--- config.mk ---
export PLATFORM = sky130hd
export DESIGN_NAME = cart_loader_flat
export DESIGN_NICKNAME = d
export VERILOG_FILES = /design/src/rtl/cart_loader_if.sv /design/src/rtl/cart_loader.sv /design/src/flat_wrapper.sv
export SDC_FILE = /design/constraint.sdc
export NUM_CORES = 1
export LEC_CHECK = 0
export ABC_AREA = 1
export BUFFER_PORTS_ARGS = -buffer_cell sky130_fd_sc_hd__buf_2
export CORE_ASPECT_RATIO = 1.75
export CORE_MARGIN = 4
export CORE_UTILIZATION = 50
export CTS_BUF_LIST = sky130_fd_sc_hd__clkbuf_4 sky130_fd_sc_hd__clkbuf_8
export DETAILED_ROUTE_END_ITERATION = 6
export PLACE_DENSITY = 0.68
export SLEW_MARGIN = 10
export SYNTH_ARGS = -nofsm -noshare
export SYNTH_HDL_FRONTEND = slang
export SYNTH_SLANG_ARGS = --single-unit
export TNS_END_PERCENT = 20
--- constraint.sdc ---
create_clock -name clk_sys -period 8.44 [get_ports clk_sys]
set_input_delay 1.266 -clock clk_sys [delete_from_list [all_inputs] [get_ports clk_sys]]
set_output_delay 1.266 -clock clk_sys [all_outputs]
set_load 0.1 [all_outputs]
--- src/rtl/cart_loader_if.sv ---
// SDRAM write-port bundle between the cartridge loader (master) and the
// memory controller (slave): one word per request, one-cycle ack.
interface cart_loader_if;
   logic        mem_req;
   logic [23:0] mem_addr;
   logic [15:0] mem_din;
   logic [1:0]  mem_be;
   logic        mem_ack;

   modport master (output mem_req, output mem_addr, output mem_din,
                   output mem_be, input mem_ack);
   modport slave  (input mem_req, input mem_addr, input mem_din,
                   input mem_be, output mem_ack);
endinterface

--- src/rtl/cart_loader.sv ---
// Packs cartridge download bytes into 16-bit words, buffers them in a small
// FIFO and writes them to SDRAM; also tracks cartridge presence and size.
module cart_loader #(
   parameter logic [23:0] BASE_ADDR  = 24'h040000,
   parameter int          MAX_BYTES  = 65536,
   parameter int          FIFO_DEPTH = 4,
   parameter int          CART_BIT   = 0
) (
   input  logic          clk_sys,
   input  logic          reset,
   input  logic          ioctl_download,
   input  logic [7:0]    ioctl_index,
   input  logic          ioctl_wr,
   input  logic [24:0]   ioctl_addr,
   input  logic [7:0]    ioctl_dout,
   input  logic          eject,
   cart_loader_if.master mem,
   output logic          cart_present,
   output logic [16:0]   cart_size,
   output logic          busy,
   output logic          overflow
);
   localparam int          PW       = $clog2(FIFO_DEPTH);
   localparam logic [24:0] MAX_ADDR = 25'(MAX_BYTES);
   localparam logic [PW:0] PTR_ONE  = {{PW{1'b0}}, 1'b1};

   typedef enum logic [1:0] {IDLE, LOAD, DRAIN} state_t;

   typedef struct packed {
      logic [15:0] w;
      logic [15:0] data;
      logic [1:0]  be;
   } entry_t;

   state_t      state_q, state_d;
   logic        cart_dl, cart_dl_q;
   logic        held_vld_q, held_vld_d;
   logic [7:0]  held_byte_q, held_byte_d;
   logic [15:0] held_w_q, held_w_d;
   logic [PW:0] wr_ptr_q, wr_ptr_d, rd_ptr_q, rd_ptr_d;
   entry_t      fifo_q [FIFO_DEPTH];
   entry_t      fifo_d [FIFO_DEPTH];
   logic        mem_req_q, mem_req_d;
   logic [23:0] mem_addr_q, mem_addr_d;
   logic [15:0] mem_din_q, mem_din_d;
   logic [1:0]  mem_be_q, mem_be_d;
   logic        present_q, present_d;
   logic [16:0] size_q, size_d;
   logic        ovf_q, ovf_d;

   logic        fifo_empty, fifo_full, push, pop, in_range;
   entry_t      push_entry, head;
   logic [15:0] byte_w;
   logic [16:0] byte_end;
   logic        unused_idx;

   assign cart_dl    = ioctl_download & ioctl_index[CART_BIT];
   assign unused_idx = ^ioctl_index;
   assign in_range   = ioctl_addr < MAX_ADDR;
   assign byte_w     = ioctl_addr[16:1];
   assign byte_end   = ioctl_addr[16:0] + 17'd1;
   assign fifo_empty = wr_ptr_q == rd_ptr_q;
   assign fifo_full  = (wr_ptr_q[PW] != rd_ptr_q[PW]) &&
                       (wr_ptr_q[PW-1:0] == rd_ptr_q[PW-1:0]);
   assign head       = fifo_q[rd_ptr_q[PW-1:0]];
   // A new request can only be issued from a cycle where mem_req is low,
   // which guarantees one idle cycle between back-to-back writes.
   assign pop        = !mem_req_q && !fifo_empty;

   always_comb begin
      state_d     = state_q;
      held_vld_d  = held_vld_q;
      held_byte_d = held_byte_q;
      held_w_d    = held_w_q;
      present_d   = present_q;
      size_d      = size_q;
      ovf_d       = ovf_q;
      push        = 1'b0;
      push_entry  = '0;

      case (state_q)
         IDLE: begin
            if (cart_dl && !cart_dl_q) begin
               present_d  = 1'b0;
               size_d     = '0;
               ovf_d      = 1'b0;
               held_vld_d = 1'b0;
               state_d    = LOAD;
            end else if (eject) begin
               present_d = 1'b0;
            end
         end
         LOAD: begin
            if (!cart_dl) begin
               if (held_vld_q) begin
                  push       = 1'b1;
                  push_entry = '{w: held_w_q, data: {8'h00, held_byte_q}, be: 2'b01};
               end
               held_vld_d = 1'b0;
               state_d    = DRAIN;
            end else if (ioctl_wr) begin
               if (!in_range) begin
                  ovf_d = 1'b1;
               end else if (!ioctl_addr[0]) begin
                  if (held_vld_q) begin
                     push       = 1'b1;
                     push_entry = '{w: held_w_q, data: {8'h00, held_byte_q}, be: 2'b01};
                  end
                  held_vld_d  = 1'b1;
                  held_byte_d = ioctl_dout;
                  held_w_d    = byte_w;
                  if (byte_end > size_q) size_d = byte_end;
               end else if (held_vld_q && held_w_q == byte_w) begin
                  push       = 1'b1;
                  push_entry = '{w: byte_w, data: {ioctl_dout, held_byte_q}, be: 2'b11};
                  held_vld_d = 1'b0;
                  if (byte_end > size_q) size_d = byte_end;
               end else if (held_vld_q) begin
                  // Out-of-order high byte: keep the orphan low byte, drop this one.
                  push       = 1'b1;
                  push_entry = '{w: held_w_q, data: {8'h00, held_byte_q}, be: 2'b01};
                  held_vld_d = 1'b0;
                  ovf_d      = 1'b1;
               end else begin
                  push       = 1'b1;
                  push_entry = '{w: byte_w, data: {ioctl_dout, 8'h00}, be: 2'b10};
                  if (byte_end > size_q) size_d = byte_end;
               end
            end
         end
         DRAIN: begin
            if (fifo_empty && !mem_req_q) begin
               present_d = size_q != 17'd0;
               state_d   = IDLE;
            end
         end
         default: state_d = IDLE;
      endcase

      fifo_d   = fifo_q;
      wr_ptr_d = wr_ptr_q;
      rd_ptr_d = rd_ptr_q;
      if (push) begin
         if (!fifo_full || pop) begin
            fifo_d[wr_ptr_q[PW-1:0]] = push_entry;
            wr_ptr_d                 = wr_ptr_q + PTR_ONE;
         end else begin
            ovf_d = 1'b1;
         end
      end

      mem_req_d  = mem_req_q;
      mem_addr_d = mem_addr_q;
      mem_din_d  = mem_din_q;
      mem_be_d   = mem_be_q;
      if (pop) begin
         rd_ptr_d   = rd_ptr_q + PTR_ONE;
         mem_req_d  = 1'b1;
         mem_addr_d = BASE_ADDR + {7'd0, head.w, 1'b0};
         mem_din_d  = head.data;
         mem_be_d   = head.be;
      end else if (mem_req_q && mem.mem_ack) begin
         mem_req_d = 1'b0;
      end
   end

   always_ff @(posedge clk_sys) begin
      if (reset) begin
         state_q    <= IDLE;
         cart_dl_q  <= 1'b0;
         held_vld_q <= 1'b0;
         wr_ptr_q   <= '0;
         rd_ptr_q   <= '0;
         mem_req_q  <= 1'b0;
         mem_addr_q <= '0;
         mem_din_q  <= '0;
         mem_be_q   <= '0;
         present_q  <= 1'b0;
         size_q     <= '0;
         ovf_q      <= 1'b0;
      end else begin
         state_q    <= state_d;
         cart_dl_q  <= cart_dl;
         held_vld_q <= held_vld_d;
         wr_ptr_q   <= wr_ptr_d;
         rd_ptr_q   <= rd_ptr_d;
         mem_req_q  <= mem_req_d;
         mem_addr_q <= mem_addr_d;
         mem_din_q  <= mem_din_d;
         mem_be_q   <= mem_be_d;
         present_q  <= present_d;
         size_q     <= size_d;
         ovf_q      <= ovf_d;
      end
   end

   always_ff @(posedge clk_sys) begin
      held_byte_q <= held_byte_d;
      held_w_q    <= held_w_d;
      fifo_q      <= fifo_d;
   end

   assign mem.mem_req  = mem_req_q;
   assign mem.mem_addr = mem_addr_q;
   assign mem.mem_din  = mem_din_q;
   assign mem.mem_be   = mem_be_q;
   assign cart_present = present_q;
   assign cart_size    = size_q;
   assign busy         = state_q != IDLE;
   assign overflow     = ovf_q;
endmodule

--- src/flat_wrapper.sv ---
// flat-port wrapper written by rule: the top's interface ports become plain ports
module cart_loader_flat 
#(
   parameter logic [23:0] BASE_ADDR  = 24'h040000,
   parameter int          MAX_BYTES  = 65536,
   parameter int          FIFO_DEPTH = 4,
   parameter int          CART_BIT   = 0
)
  (clk_sys, reset, ioctl_download, ioctl_index, ioctl_wr, ioctl_addr, ioctl_dout, eject, cart_present, cart_size, busy, overflow, mem_mem_req, mem_mem_addr, mem_mem_din, mem_mem_be, mem_mem_ack);
  cart_loader_if mem_i ();
  input  logic clk_sys;
  input  logic reset;
  input  logic ioctl_download;
  input  logic [7:0] ioctl_index;
  input  logic ioctl_wr;
  input  logic [24:0] ioctl_addr;
  input  logic [7:0] ioctl_dout;
  input  logic eject;
  output logic cart_present;
  output logic [16:0] cart_size;
  output logic busy;
  output logic overflow;
  output wire logic [$bits(mem_i.mem_req)-1:0] mem_mem_req;
  output wire logic [$bits(mem_i.mem_addr)-1:0] mem_mem_addr;
  output wire logic [$bits(mem_i.mem_din)-1:0] mem_mem_din;
  output wire logic [$bits(mem_i.mem_be)-1:0] mem_mem_be;
  input wire logic [$bits(mem_i.mem_ack)-1:0] mem_mem_ack;
  assign mem_mem_req = mem_i.mem_req;
  assign mem_mem_addr = mem_i.mem_addr;
  assign mem_mem_din = mem_i.mem_din;
  assign mem_mem_be = mem_i.mem_be;
  assign mem_i.mem_ack = mem_mem_ack;
  cart_loader #(.BASE_ADDR(BASE_ADDR), .MAX_BYTES(MAX_BYTES), .FIFO_DEPTH(FIFO_DEPTH), .CART_BIT(CART_BIT)) u_core (.clk_sys(clk_sys), .reset(reset), .ioctl_download(ioctl_download), .ioctl_index(ioctl_index), .ioctl_wr(ioctl_wr), .ioctl_addr(ioctl_addr), .ioctl_dout(ioctl_dout), .eject(eject), .mem(mem_i), .cart_present(cart_present), .cart_size(cart_size), .busy(busy), .overflow(overflow));
endmodule
; Word level (Yosys, flattened, before mapping)
; Index checks and enable logic that the tools add are counted.
[op_classes]
magnitude_cmp = 5
n_mux = 55
eq_ne = 16
reduce_logical = 24
n_bitwise = 4
n_addsub = 4
[ops]
columns = operator, count
row1 = two-way mux 34 bit, 11
row2 = bitwise mux 136 bit, 1
row3 = two-way mux 17 bit, 8
row4 = binary-select mux 34 bit (select 2 bit), 1
row5 = demux 34 bit (select 2 bit), 1
row6 = case mux 17 bit (2 select lines), 1
row7 = "< comparator 25 x 17 -> 1 bit, second input constant", 1
row8 = two-way mux 1 bit, 25
row9 = "adder 19 x 17 -> 20 bit, first input constant", 1
row10 = "adder 17 x 1 -> 17 bit, second input constant", 1
row11 = greater-than comparator 17 bit, 1
row12 = nonzero test 17 bit, 1
row13 = == test 16 bit, 1
row14 = "!= test 2 x 1 -> 1 bit, second input constant", 4
row15 = nonzero test 2 bit, 4
row16 = logical AND 1 bit, 7
row17 = "adder 3 x 1 -> 3 bit, second input constant", 2
row18 = "greater-or-equal comparator 3 bit, second input constant", 2
row19 = two-way mux 2 bit, 3
row20 = "!= test 3 bit, second input constant", 2
row21 = NOT 2 -> 3 bit, 2
row22 = case mux 1 bit (2 select lines), 3
row23 = case mux 2 bit (3 select lines), 1
row24 = AND reduction 3 bit, 2
row25 = other kinds (18), 22
[totals]
elab_cells = 134
input_bits = 47
reg_bits = 232

; Logic depth before layout (Yosys ltp)
; Gate-level depths: netlist of run 1.
[logic_depth]
ltp_word = 10
mapped_depth = 22
ltp_nobuf = 21

; Least setup slack after synthesis of run 1
; OpenSTA, ideal clock, no wires.
[synth_timing]
path_type = in2reg
startpoint = in ioctl_download
endpoint = reg u_core.held_byte_q[0] (enable)
path_slack_ns = 4.045
arrival_time_ns = 3.929
cell_stages = 4
setup_time_ns = 0.466
cell_sequence = nand2_1 -> nor2_2 -> inv_1 -> nor4_1
[synth_between]
elab_chain_cells = 2
[synth_lines]
columns = item, line
row1 = from (decl), flat_wrapper.sv:13  ; input logic ioctl_download;
row2 = bitwise AND 1 bit, cart_loader.sv:57  ; assign cart_dl = ioctl_download & ioctl_index[CART_BIT];
row3 = AND reduction 5 bit (no source line), n/a
row4 = to (signal assigned), cart_loader.sv:198  ; held_byte_q <= held_byte_d;
row5 = to (decl), cart_loader.sv:38  ; logic [7:0] held_byte_q, held_byte_d;
; No other way between the ends.
; A chain may end at the register's enable or synchronous reset.

; Final worst setup path of run 1
[layout_timing]
startpoint = in ioctl_addr[0]
endpoint = reg u_core.size_q[16] (netlist: u_core.cart_size[16])
[layout_between]
elab_chain_cells = 10
word_cells_on_any_way = 14
cone_classes = 1 x add/sub / 2 x order compare / 2 x eq/ne / 8 x mux / 1 x reduce/logical
[layout_lines]
columns = item, line
row1 = from (decl), flat_wrapper.sv:16  ; input logic [24:0] ioctl_addr;
row2 = adder 17 x 1 -> 17 bit, cart_loader.sv:61  ; assign byte_end = ioctl_addr[16:0] + 17'd1;
row3 = greater-than comparator 17 bit, "cart_loader.sv:112, cart_loader.sv:117, cart_loader.sv:127"
row4 = two-way mux 17 bit, "cart_loader.sv:112, cart_loader.sv:117, cart_loader.sv:127"
row5 = two-way mux 17 bit, cart_loader.sv:118  ; end else if (held_vld_q) begin
row6 = two-way mux 17 bit, cart_loader.sv:113  ; end else if (held_vld_q && held_w_q == byte_w) begin
row7 = two-way mux 17 bit, cart_loader.sv:104  ; end else if (!ioctl_addr[0]) begin
row8 = two-way mux 17 bit, cart_loader.sv:102  ; if (!in_range) begin
row9 = two-way mux 17 bit, cart_loader.sv:101  ; end else if (ioctl_wr) begin
row10 = two-way mux 17 bit, cart_loader.sv:94  ; if (!cart_dl) begin
row11 = case mux 17 bit (2 select lines), cart_loader.sv:81  ; case (state_q)
row12 = to (signal assigned), cart_loader.sv:192  ; size_q <= size_d;
row13 = to (decl), cart_loader.sv:48  ; logic [16:0] size_q, size_d;
; Parallel ways exist; a longest one is shown, timed or not. The select of a mux whose other input is x is not followed.

==> results of run 1 <==
## sequential cells by signal, indices dropped and copies added (netlist names)
register,count
u_core.cart_present,1
u_core.mem.mem_addr,17
u_core.held_w_q,16
u_core.mem.mem_be,2
u_core.fifo_q,136
u_core.cart_dl_q,1
u_core.held_vld_q,1
u_core.wr_ptr_q,3
u_core.overflow,1
u_core.mem.mem_din,16
u_core.state_q,2
u_core.held_byte_q,8
u_core.cart_size,17
u_core.mem.mem_req,1
u_core.rd_ptr_q,3
## synthesized netlist by cell type (2+ instances only)
cell / instances / share of area [%]
nor2_1: 251 / 9.2
nand2_1: 163 / 6.0
edfxtp_1: 160 / 47
o21ai_0: 122 / 6.0
inv_1: 101 / 3.7
dfxtp_1: 65 / 13
clkbuf_1: 39 / 1.4
a21oi_1: 37 / 1.8
a31oi_1: 34 / 2.1
ha_1: 23 / 2.8
xor2_1: 14 / 1.2
nand3_1: 13 / 0.63
nand4_1: 10 / 0.61
o22ai_1: 9 / 0.55
buf_4: 8 / 0.59
inv_2: 7 / 0.26
o221ai_1: 6 / 0.51
buf_2: 5 / 0.24
nor2_2: 4 / 0.24
nor4_1: 4 / 0.24
buf_1: 3 / 0.11
nand2_2: 3 / 0.18
nor3_1: 3 / 0.15
buf_6: 2 / 0.22
nand3_4: 2 / 0.34
nor3_2: 2 / 0.20
o21ai_1: 2 / 0.098
## per-layer routing
layer | wire (um) | vias up | GRT usage (%)
li1 | - | 3895 | -
met1 | 8760 | 3646 | 21.4
met2 | 13200 | 163 | 40.0
met3 | 855 | 49 | 2.70
met4 | 767 | 0 | 8.60
met5 | 0 | - | 0
## layout make-up
type                    count  area share [%]
flip-flops and latches    225            52.1
multi-input cells         721            29.9
repair buffers            108            4.89
clock buffers              43            4.62
inverters                 108            3.46
well taps                 248            2.65
clock inverters            19            2.31
## worst max-delay path: stages
cell and delay [ns]:
buf_2 0.24, ha_1 0.24, nand2_1 0.07, nor2_1 0.19
nand3_2 0.16, nor3_2 0.25, nand2_1 0.14, nor2_1 0.22
xor2_1 0.30, inv_1 0.08, ha_1 0.30, nand2_1 0.07
nor2_1 0.12, nand3_1 0.13, inv_1 0.08, nand2_1 0.05
nand2_1 0.10, nand3_4 0.13, nand2_4 0.25, inv_1 0.14
nor2_1 0.12, nor2_1 0.05
## per-stage QoR
step,util [%],total power [mW]
floorplan,-,2.48
global placement,54.0,2.73
detailed placement,54.0,2.74
CTS,58.0,3.79
global route,58.0,3.95
finish,58.0,3.76
## cell usage in the layout, fill, tap and decap left out, types with 2 or more instances in the layout
cell / count
o22ai_1: 9
inv_2: 7
edfxtp_1: 160
nand2_2: 3
inv_1: 101
o21ai_0: 122
o21ai_1: 2
nor2_1: 247
nor3_1: 3
a21oi_1: 37
nand3_1: 13
ha_1: 23
dfxtp_1: 64
nand3_4: 2
a31oi_1: 34
clkinv_1: 6
nor4_1: 3
nand4_1: 10
nor2_2: 8
clkinv_2: 4
clkbuf_8: 35
bufinv_16: 7
conb_1: 7
xor2_1: 14
clkbuf_4: 8
o221ai_1: 6
buf_4: 13
inv_6: 2
buf_2: 95
nor4_2: 2
nand2_1: 163
nor3_2: 2
## report_power, final
part | internal [mW] | switching, mW
logic | 0.247 | 1.13
clock network | 0.642 | 0.408
registers | 1.27 | 0.0572
total | 2.16 | 1.60
## worst max path at each step
| stage | start | to | slack, ns | cells after the start |
|---|---|---|---|---|
| after floorplan | ioctl_download | u_core.held_byte_q[0]$_DFFE_PP_ | 4.04 | 4 |
| final | ioctl_addr[0] | u_core.cart_size[16]$_SDFFE_PP0P_ | 4.14 | 22 |
| after global placement | ioctl_addr[0] | u_core.cart_size[0]$_SDFFE_PP0P_ | 3.72 | 22 |
| after detailed placement | ioctl_addr[0] | u_core.cart_size[16]$_SDFFE_PP0P_ | 3.68 | 22 |
| after global routing | ioctl_addr[0] | u_core.cart_size[16]$_SDFFE_PP0P_ | 3.91 | 22 |
| after CTS | ioctl_addr[0] | u_core.cart_size[16]$_SDFFE_PP0P_ | 4.18 | 22 |
## logic make-up after synthesis
family,Yosys count,synth area share (%)
other,1,0.0366
flip-flops,225,59.6
buffers and inverters,166,6.59
AO/OA/AOI/OAI,217,11.5
adder cells (fa/ha/maj),23,2.81
AND/OR/NAND/NOR,459,18.2
XOR/XNOR,15,1.28
==> run_results.csv, run 1 <==
group,metric,value,unit
status,outcome,"finished clean",
sta,slew_headroom,46.8,%
worst_setup_path,r2r_end,"u_core.fifo_q[83]$_DFFE_PP_",
floorplanning,dieHeight,197,um
layout,register_area,6110,sq um
layout,drive_gt1_share,15.7,%
placement,dp_cells,1410,
routing,drt-total-wl,23600,um
routing,drtPass1Iterations,4,
yosys,synth_edf_count,160,
floorplanning,pin_count,110,
sta,max_freq,232,MHz
worst_setup_path,crit_fanout,25,
clocking,cts_hold_buf,0,
placement,io_buffers,95,
global_routing,grt_pass1_vias,7372,
routing,drcViolationCount,0,
global_routing,gr-total-overflow,0,
sta,fin_crit,4.30,ns
sta,drv_slew,0,
run,maxCapViolCount,0,
layout,multi_input_area,3510,sq um
sta,fin_ws,4.14,ns
floorplanning,die_area,22900,sq um
sta,fin_tns_setup,0,ns
clocking,cts_buffer_depth,3,
layout,antenna_cells,0,
sta,grt_setup_unrepaired,"no",
floorplanning,coreArea,20200,sq um
floorplanning,core.rowCount,69,
worst_setup_path,reg2reg_from,"u_core.state_q[0]$_SDFFE_PP0P_",
worst_setup_path,crit_arrival,4.69,ns
sta,timing.hold.ws,0.459,ns
clocking,htree_levels,2,
layout,synthToLayoutAreaGrowth,14.3,%
routing,ant_nets,0,
yosys,yosysSeqAreaShare,59.6,%
hold_path,worstHoldPathType,"register to register",
worst_setup_path,worst_setup_path_end_kind,"register",
layout,fin_area,11700,sq um
clocking,clock_latency,0.51,ns
worst_setup_path,startpoint_type,"input port",
worst_setup_path,rr_worst_depth,10,
routing,dr.first_iter.drc_count,362,
placement,dpl_cell_area,10900,sq um
placement,post-place-ws,3.68,ns
worst_setup_path,ff2ff_setup_slack,5.12,ns
power,p_leak,4.97,nW
sta,min_period_over_period,51.0,%
clocking,cts_setup_buffers,0,
clocking,cts_tree,"yes",
sta,setup_viol_count_final,0,
yosys,ys.flop_type,"edfxtp_1",
placement,place.gp.congestion,0.867,
clocking,clk_pin_slew,0.06,ns
power,power_density,321,nW/um^2
worst_setup_path,path_class,"input port to register",
layout,nNetsFinal,1268,
yosys,yosys_warnings,0,
routing,viasPerCell,5.27,
power,ir_drop,0.240,mV
yosys,avgSynthCellArea,9.27,sq um
clocking,cts_sinks,225,
routing,post_drt_wl_per_cell,16.0,um
hold_path,hold_path_depth,2,
floorplanning,start_util,50.7,%
placement,hpwlAfterDp,15200,um
floorplanning,die_w,116,um
sta,worst_pin_slew,0.797,ns
yosys,synth_cell_types,41,
clocking,cts_buffers,34,
yosys,ys_ff_latch,225,
hold_path,min_to,"u_core.cart_present$_SDFFE_PP0P_",
sta,skew,0.0214,ns
yosys,async_flop_share,0,%
clocking,root_buffer,"clkbuf_8",
clocking,post_cts_resized,0,
global_routing,antenna_found_initial,0,
global_routing,grt_max_degree,72,
layout,final_cell_count_no_fill,1472,
sta,hold_violations,0,
yosys,synthCells,1106,
global_routing,grt_pass1_wl,36700,um
routing,vias,7753,
layout,fillers,1761,
worst_setup_path,timing.critical_path.required,8.82,ns
yosys,netlist_area,10200,sq um
global_routing,track_usage,20.6,%
hold_path,hold_start,"u_core.cart_present$_SDFFE_PP0P_",
(Power assumes the default switching activity.)
==> run 2: changes to the inputs <==
- ABC_AREA: 1 -> 0
- PLACE_DENSITY: 0.68 -> 0.71
- clock period: 8.44 -> 3.94 ns (I/O delays scaled with it)
==> run 2 against run 1 <==
Effect of this change: synthesized cell count shrank 37%; sequential power grew 95%; sequential share of layout area grew 3.4 points; global-route usage shrank 1.8 points; final area shrank 6.1%; core utilization grew 0.94 points; die area shrank 6.5%; critical path type unchanged; critical endpoint is now u_core.cart_size[9]$_SDFFE_PP0P_.
==> run_results.csv, run 2 <==
group,metric,value,unit
layout,nNetsFinal,884,
power,p_switching,1.55,mW
layout,layout_commonest_cell,"edfxtp_1",
clocking,cts_setup_buffers,0,
routing,drcViolationCount,0,
layout,final_cell_count_no_fill,1077,
worst_setup_path,startpoint_type,"input port",
yosys,yosysSeqAreaShare,63.9,%
sta,min_period_over_period,80.8,%
sta,hold_violations,0,
placement,place.gp.congestion,0.875,
yosys,yosysTopAreaCell,"edfxtp_1",
floorplanning,core.rowCount,66,
power,ir_drop,0.311,mV
global_routing,gr-total-overflow,0,
layout,regMostFlops,"u_core.fifo_q",
global_routing,grt_pass1_wl,32000,um
global_routing,grt_pass1_vias,6355,
yosys,async_flop_share,0,%
routing,ant_nets,0,
placement,dp_cells,1019,
layout,antenna_cells,0,
power,p_leak,3.98,nW
sta,fin_crit,3.18,ns
yosys,synth_cell_types,51,
placement,hpwlAfterDp,13700,um
yosys,synthTopCellsByCount,"edfxtp_1, nand2_1, dfxtp_1, a21oi_1, mux4_2",
floorplanning,coreArea,18700,sq um
yosys,yosys_warnings,0,
floorplanning,start_util,51.2,%
sta,grt_setup_unrepaired,"no",
clocking,post_cts_resized,0,
routing,viasPerCell,5.46,
worst_setup_path,path_class,"input port to register",
clocking,cts_sinks,225,
worst_setup_path,crit_fanout,16,
placement,post-place-ws,0.167,ns
yosys,ys.flop_type,"edfxtp_1",
clocking,clock_latency,0.57,ns
yosys,avgSynthCellArea,13.6,sq um
yosys,synth_top_area_share,50.3,%
power,power_density,492,nW/um^2
clocking,cts_tree,"yes",
yosys,synth_edf_count,160,
worst_setup_path,timing.critical_path.required,4.42,ns
sta,drv_slew,0,
placement,io_buffers,95,
floorplanning,die_area,21500,sq um
layout,synthToLayoutAreaGrowth,15.2,%
hold_path,worstHoldPathType,"input port to register",
clocking,cts_buffer_depth,3,
yosys,ys_ff_latch,225,
layout,fillers,1507,
power,cellInternalPower,3.86,mW
layout,drive_gt1_share,25.1,%
status,outcome,"finished clean",
power,p_seq_share,48.0,%
layout,layout_common_cells,"edfxtp_1, nand2_1, buf_2",
sta,slew_headroom,35.2,%
power,pwr-share-clk,35.2,%
worst_setup_path,crit_arrival,3.66,ns
sta,setup_viol_count_final,0,
routing,vias,5882,
global_routing,track_usage,18.7,%
floorplanning,dieHeight,191,um
sta,timing.hold.ws,0.226,ns
power,p_sw_share,28.7,%
clocking,htree_levels,1,
clocking,cts_buffers,31,
global_routing,antenna_found_initial,0,
sta,worst_pin_slew,0.971,ns
clocking,cts_hold_buf,0,
yosys,netlist_area,9550,sq um
sta,fin_tns_setup,0,ns
clocking,root_buffer,"clkbuf_8",
sta,skew,0.0254,ns
worst_setup_path,worst_setup_path_end_kind,"register",
routing,post_drt_wl_per_cell,18.6,um
sta,fin_ws,0.756,ns
global_routing,grt_max_degree,50,
power,p_comb_share,16.8,%
yosys,yosysMostFrequentCell,"edfxtp_1",
yosys,synth_area_leaders,"edfxtp_1, dfxtp_1, mux4_2",
floorplanning,die_w,112,um
sta,max_freq,314,MHz
floorplanning,pin_count,110,
run,maxCapViolCount,0,
routing,dr.first_iter.drc_count,281,
yosys,synthCells,701,
routing,drt-total-wl,20000,um
layout,largest_reg_flops,136,
routing,drtPass1Iterations,4,
power,p_total,5.41,mW
clocking,clk_pin_slew,0.07,ns
[run 2: cell count changes after synthesis, sizes merged, moves of 9 or more]
cell    previous run  this run
nor2             255        27
o21ai            125         4
inv              108        23
nand2            167       118
a31oi             34         0
mux4               0        34
clkbuf            40        13
and2               0        18
mux2i              0        17
a22o               0        14
a21oi             37        50
xor2              14        27
xnor2              1        11
o22ai              9         0
[run 2: power groups by stage]
stage / Sequential, mW / Clock [mW] / Combinational [mW]
after floorplan: 3.02 / 0 / 0.363
after global placement: 2.64 / 0 / 0.913
after detailed placement: 2.65 / 0 / 0.919
after CTS: 2.60 / 1.94 / 0.921
after global routing: 2.60 / 2.05 / 0.966
final: 2.59 / 1.91 / 0.911
[run 2: per-layer routing]
layer / wire length (um) / vias up / part of all wire (%) / global-route usage (%)
met3: 836 / 42 / 4.2 / 2.51
met5: 0 / - / 0 / 0
met4: 609 / 0 / 3.0 / 6.66
met1: 7170 / 2911 / 36 / 19.8
li1: - / 2795 / - / -
met2: 11400 / 134 / 57 / 37.1
[run 2: metrics by stage]
stage	instance area (sq um)	utilization, %
finish	11000	58.9
CTS	11000	58.9
global placement	10300	55.2
global route	11000	58.9
floorplan	9570	-
detailed placement	10300	55.2
[run 2: logic make-up (layout without fill, tap and decap cells)]
group	count (synthesis)	after routing	share of synthesized area (%)
flip-flops	225	225	63.9
AND/OR/NAND/NOR	218	218	10.9
AO/OA/AOI/OAI	82	82	5.56
buffers and inverters	62	194	3.13
multiplexers	52	52	9.92
XOR/XNOR	38	38	3.49
adder cells (fa/ha/maj)	23	23	3.01
other	1	7	0.0393
[run 2: worst paths after layout]
path,endpoint,slack [ns],cells after the start,from
setup / recovery,u_core.cart_size[9]$_SDFFE_PP0P_,0.76,13,ioctl_addr[2]
setup reg to reg,u_core.cart_size[9]$_SDFFE_PP0P_,1.44,9,u_core.cart_size[12]$_SDFFE_PP0P_
hold / removal,u_core.mem.mem_req$_SDFFE_PP0P_,0.23,2,mem_mem_ack
hold reg to reg,u_core.mem.mem_addr[5]$_SDFFE_PP0P_,0.45,2,u_core.mem.mem_addr[5]$_SDFFE_PP0P_
[run 2: cell type report]
| type | count | area (sq um) | area share, % |
|---|---|---|---|
| clock buffer | 46 | 577 | 5.24 |
| multi-input combinational | 420 | 3170 | 28.8 |
| inverter | 23 | 86.3 | 0.785 |
| clock inverter | 12 | 111 | 1.01 |
| tap | 238 | 298 | 2.71 |
| sequential | 225 | 6110 | 55.5 |
| timing repair buffer | 113 | 648 | 5.89 |
[run 2: critical path: stages]
cell	delay, ns
buf_2	0.17
and4_1	0.31
nand3_1	0.17
nor3_1	0.37
xor2_1	0.15
ha_1	0.33
nand4_1	0.14
nor4_1	0.46
o21ai_0	0.20
o211ai_1	0.22
nand4_4	0.16
buf_12	0.20
mux2i_1	0.18
